## src/rtl/eff_clip_gen.sv

```systemverilog
// eff_clip_gen: two-stage offset-binary clipper (bypass/hard/soft/fold) with clip hold indicator and saturating clip counter
module eff_clip_gen #(
  parameter int DATA_W         = 8,
  parameter int CLK_FREQ       = 50_000_000,
  parameter int HOLD_MS        = 100,
  parameter int DEFAULT_THRESH = 72
) (
  input  logic              i_clk,
  input  logic              i_rst,
  input  logic              data_valid,
  input  logic [DATA_W-1:0] receive_byte,
  input  logic [1:0]        i_mode,
  input  logic [DATA_W-2:0] i_thresh,
  input  logic              i_thresh_load,
  input  logic              i_cnt_clr,
  output logic              o_valid,
  output logic [DATA_W-1:0] clipping_byte,
  output logic              o_clip,
  output logic [15:0]       o_clip_count
);
  localparam int HOLD_RAW = CLK_FREQ / 1000 * HOLD_MS;
  localparam int HOLD_CYC = HOLD_RAW < 1 ? 1 : HOLD_RAW;
  localparam int HW       = HOLD_CYC > 1 ? $clog2(HOLD_CYC) : 1;
  localparam logic [DATA_W-1:0] MID = {1'b1, {(DATA_W-1){1'b0}}};
  localparam logic signed [DATA_W:0] MAXP = {2'b00, {(DATA_W-1){1'b1}}};
  localparam logic [1:0] BYP = 2'd0, HARD = 2'd1, SOFT = 2'd2;
  logic [DATA_W-2:0]       thresh_q, t_q;
  logic                    v1_q, neg_q, vo_q, clip_q, clip_d, hit, clipped;
  logic [DATA_W-1:0]       s_d, s_q, abs_d, abs_q, out_q, out_d;
  logic [1:0]              mode_q;
  logic [HW-1:0]           hold_q, hold_d;
  logic [15:0]             cnt_q, cnt_d;
  logic signed [DATA_W:0]  sx, tx, ax, mag, fold, foldc, res;
  // offset removal and magnitude for the incoming sample
  always_comb begin
    s_d   = receive_byte - MID;
    abs_d = s_d[DATA_W-1] ? -s_d : s_d;
  end
  // runtime threshold; a load takes effect for samples after the loading edge
  always_ff @(posedge i_clk) begin
    if (i_rst) thresh_q <= (DATA_W-1)'(DEFAULT_THRESH);
    else if (i_thresh_load) thresh_q <= i_thresh;
  end
  // stage 1: capture signed sample, magnitude, sign, mode and the threshold in force
  always_ff @(posedge i_clk) begin
    if (i_rst) v1_q <= 1'b0;
    else v1_q <= data_valid;
    if (data_valid) begin
      s_q    <= s_d;
      abs_q  <= abs_d;
      neg_q  <= s_d[DATA_W-1];
      mode_q <= i_mode;
      t_q    <= thresh_q;
    end
  end
  // stage 2 arithmetic at DATA_W+1 bits, plus hold and counter next state
  always_comb begin
    sx      = {s_q[DATA_W-1], s_q};
    tx      = {2'b00, t_q};
    ax      = {1'b0, abs_q};
    clipped = (mode_q != BYP) && (ax > tx);
    mag     = tx + ((ax - tx) >>> 2);
    fold    = neg_q ? -(tx <<< 1) - sx : (tx <<< 1) - sx;
    foldc   = fold > tx ? tx : fold < -tx ? -tx : fold;
    res     = !clipped ? sx : mode_q == HARD ? (neg_q ? -tx : tx) :
              mode_q == SOFT ? (neg_q ? -mag : (mag > MAXP ? MAXP : mag)) : foldc;
    hit     = v1_q && clipped;
    out_d   = v1_q ? DATA_W'(res + (DATA_W+1)'(MID)) : out_q;
    hold_d  = hit ? HW'(HOLD_CYC - 1) : hold_q != '0 ? hold_q - 1'b1 : hold_q;
    clip_d  = hit || (clip_q && hold_q != '0);
    cnt_d   = i_cnt_clr ? '0 : (hit && cnt_q != 16'hFFFF) ? cnt_q + 16'd1 : cnt_q;
  end
  // stage 2 registers: output sample, strobe, clip hold and clip counter
  always_ff @(posedge i_clk) begin
    if (i_rst) begin
      out_q  <= MID;
      vo_q   <= 1'b0;
      clip_q <= 1'b0;
      hold_q <= '0;
      cnt_q  <= '0;
    end else begin
      out_q  <= out_d;
      vo_q   <= v1_q;
      clip_q <= clip_d;
      hold_q <= hold_d;
      cnt_q  <= cnt_d;
    end
  end
  assign o_valid       = vo_q;
  assign clipping_byte = out_q;
  assign o_clip        = clip_q;
  assign o_clip_count  = cnt_q;
endmodule

```

## config.mk

```make
export PLATFORM = sky130hd
export DESIGN_NAME = eff_clip_gen
export DESIGN_NICKNAME = d
export VERILOG_FILES = /design/src/rtl/eff_clip_gen.sv
export SDC_FILE = /design/constraint.sdc
export NUM_CORES = 1
export LEC_CHECK = 0
export BUFFER_PORTS_ARGS = -buffer_cell sky130_fd_sc_hd__buf_2
export CAP_MARGIN = 10
export CORE_AREA = 3 3 122 154
export DETAILED_ROUTE_END_ITERATION = 6
export DIE_AREA = 0 0 125 157
export HOLD_SLACK_MARGIN = 0.15
export PLACE_DENSITY = 0.63
export SYNTH_ARGS = -nofsm -noshare
export SYNTH_HDL_FRONTEND = slang
export SYNTH_SLANG_ARGS = --single-unit
```

## constraint.sdc

```tcl
create_clock -name i_clk -period 4.95 [get_ports i_clk]
set_clock_uncertainty 0.05 [all_clocks]
set_input_delay 0.99 -clock i_clk [delete_from_list [all_inputs] [get_ports i_clk]]
set_output_delay 0.99 -clock i_clk [all_outputs]
set_load 0.005 [all_outputs]
```

==> results.toml <==
[floorplan]
core_region_area_mm2 = 0.0174
rows = 54
io_pins = 48
fp.dieW_um = 125
fp.dieH_um = 157
start_util_pct = 34.9
die_area_mm2 = 0.0196

[routing]
wl_met2_um = 7820
firstDrtPassIters = 4
ant_nets = 0
drt_wl_total_um = 15400
top_layer = "met4"
drcViolationCount = 0
first_iter_violations = 295
vias_per_cell = 5.37
met3_length_um = 591
wl_per_cell_um = 15.8
met1Wirelength_um = 6500
routed-via-count = 5243

[sta]
max_freq_mhz = 213
relSlewSlack_pct = 49.9
setup_viol_count_final = 0
timing.final.crit_share_pct = 94.7
hold_viol = 0
worst_pin_slew_ns = 0.750
slew_viol_final = 0
tns_ns = 0
finalCriticalPeriod_ns = 4.69

[pwr]
max-vdd-ir-drop_mv = 0.157
pwr-share-comb_pct = 44.0
seq_power_share_pct = 30.4
p_int_uw = 1790
p_sw_uw = 1140
p_leak_uw = 0.00279
finalPower_uw = 2930
power.density_mw_per_mm2 = 424
switching_share_pct = 38.8
clkPwrFrac_pct = 25.6

[clock_tree]
cts_tree = "yes"
cts_hold_buf = 0
cts-buffers-inserted = 9
h-tree-depth = 3
cts.sinks = 81
root_buffer = "clkbuf_16"
cts.clk_slew.worst_paths_ns = 0.07
clkLatencyLatePin_ns = 0.35
cts_max_path_buffers = 2

[critical_path]
crit_family = "compound AO/OA/AOI/OAI gates"
cp_slowest_cell = "fa_1"
crit_path_max_fanout = 14
cp.depth = 19
required_ns = 5.12
cp-start-kind = "register"
worst-path-buf-inv = 3
crit_arrival_ns = 4.86
endpoint_kind = "register"
path_cells = "inv_1 -> ha_1 -> ha_1 -> inv_1 -> fa_1 -> nor2b_1 -> o211ai_1 -> mux2i_1 -> a311oi_2 -> nand2_1 -> ha_1 -> a2111oi_2 -> a21oi_1 -> a41oi_2 -> buf_4 -> mux2i_1 -> mux2i_1 -> a2111oi_1 -> a21oi_1"
worstSetupPathType = "reg2reg"
cpPeakStageDelay_ns = 0.46
reg2reg_depth = 19

[logic_synthesis]
synth_compound_area_share_pct = 19.2
synth_xor_area_share_pct = 7.93
async_flop_share_pct = 0
synth_mux_area_share_pct = 2.18
yosys.area_share.simple_pct = 22.7
synth_edf_count = 24
netlist_instances = 705
yosys_warnings = 0
synth_cell_types = 86
synth_top_family_by_area = "simple AND/OR/NAND/NOR gates"
synth.net_count = 786
synth_fa_ha_area_share_pct = 12.5
synth_area_mm2 = 0.00608
synthFlopType = "dfxtp_1"
syn_avg_cell_area_um2 = 8.62
ys_ff_latch = 81
ys_seq_area_share_pct = 30.6

[global_routing]
grt_util_all_layers_pct = 15.6
grt_max_degree = 35
grt_pass1_vias = 5008
antenna_found_initial = 0
overflow = 0
grt_pass1_wl_um = 25000

[finish]
utilization_pct = 39.6
syn_to_final_growth_pct = 13.7
fin_cells = 977
fin_nets = 829
drive_above_1_share_pct = 14.5
antenna_cells = 0

[job]
cap_viol_max_count = 0

[placement]
dpl.hpwl_um = 11800
dp_cells = 960
place.gp.congestion = 0.879
placement.io_buffers = 47

[worst_hold_path]
min_path_cells = 0
hold_class = "reg2reg"

[status]
status = "finished, final reports clean"
[cells in the final DEF, fill, tap and decap left out, types with 4 or more instances in the layout]
cell type	synthesis	layout
xor2_1	20	20
a31oi_1	7	7
dfxtp_1	57	57
o31a_1	4	4
or4_1	5	5
nand4_1	7	7
inv_2	3	4
clkbuf_16	0	9
nor4_1	11	11
o21ai_1	14	14
xnor2_1	35	35
nand3_1	19	19
a211o_1	7	7
o21a_1	5	5
inv_1	44	43
buf_2	4	47
and3_1	6	6
nand2_1	40	40
a21oi_1	51	51
nor3_1	22	22
o211ai_1	5	5
o22ai_1	4	4
ha_1	56	56
nor2b_1	12	12
edfxtp_1	24	24
nand2b_1	13	13
mux2i_1	11	11
nor4_2	4	4
nor2_1	66	66
o21ai_0	23	23
buf_4	0	10
or3_1	19	19
o31ai_1	9	9
[cells in the mapped netlist, types with 4 or more instances]
cell type  number  area share (%)
ha_1           56              12
inv_1          44             2.7
o21a_1          5            0.62
a211o_1         7             1.0
nand2_1        40             2.5
o21ai_0        23             1.9
or3_1          19             2.0
nor4_2          4            0.82
clkbuf_1       18             1.1
o21ai_1        14             1.2
a31oi_1         7            0.72
o22ai_1         4            0.41
edfxtp_1       24              12
nor2b_1        12             1.2
buf_2           4            0.33
o31a_1          4            0.58
xnor2_1        35             5.0
nand3_1        19             1.6
nor2_1         66             4.1
nand4_1         7            0.72
mux2i_1        11             1.8
nand2b_1       13             1.3
and3_1          6            0.62
dfxtp_1        57              19
nor3_1         22             1.8
o211ai_1        5            0.62
xor2_1         20             2.9
or4_1           5            0.62
o31ai_1         9             1.1
a21oi_1        51             4.2
nor4_1         11             1.1
[metrics by stage]
stage	setup WS (ns)	instance area (um^2)	hold WS, ns
global placement	0.305	6550	0.359
CTS	0.141	6890	0.380
global route	-0.0234	6910	0.392
finish	0.260	6910	0.376
floorplan	0.568	6080	0.351
detailed placement	0.171	6550	0.363
[power by group through the flow]
stage                     clock, uW  combinational [uW]  sequential, uW
after global placement            0                1250             901
after floorplan                   0                1020             882
after detailed placement          0                1260             904
final                           750                1290             892
after CTS                       766                1270             892
after global routing            788                1440             905
[final timing paths]
| kind | startpoint | endpoint | slack (ns) |
|---|---|---|---|
| worst max-delay path | s_q[1] | clipping_byte[1] | 0.26 |
| worst min-delay path | thresh_q[3] | t_q[3] | 0.38 |
| worst max register to register | s_q[1] | clipping_byte[1] | 0.26 |
| worst min register to register | thresh_q[3] | t_q[3] | 0.38 |
[registers in the layout, indices dropped and copies added (netlist names)]
signal,flops
hold_q,23
o_clip_count,16
clipping_byte,8
abs_q,7
s_q,7
t_q,7
thresh_q,7
mode_q,2
neg_q,1
o_clip,1
o_valid,1
v1_q,1
[cells by family (layout without fill, tap and decap cells)]
family	count (synthesis)	count (layout)
simple gates	253	253
compound gates	170	170
xor+xnor	55	55
mux	13	13
buf+inv	74	122
fa+ha+maj	59	59
flops	81	81
[metal layers]
layer  global-route usage (%)  up-vias
li1                         -     2654
met1                     18.5     2467
met2                     28.1       90
met3                     2.31       32
met4                     6.82        0
met5                        0        -
[timing repair]
action / CTS / global route
gates resized for setup: 0 / 5
hold endpoints to repair: 0 / 0
setup endpoints to repair: 0 / 5
buffers inserted: 0 / 1
[final cells by class]
cell class | count | area, um^2
fill | 1796 | 10500
multi-input combinational | 550 | 3940
tap | 224 | 280
clock buffer | 9 | 225
timing repair buffer | 57 | 310
sequential | 81 | 1860
inverter | 49 | 186
clock inverter | 7 | 109
Power figures use the tool's default switching activity.
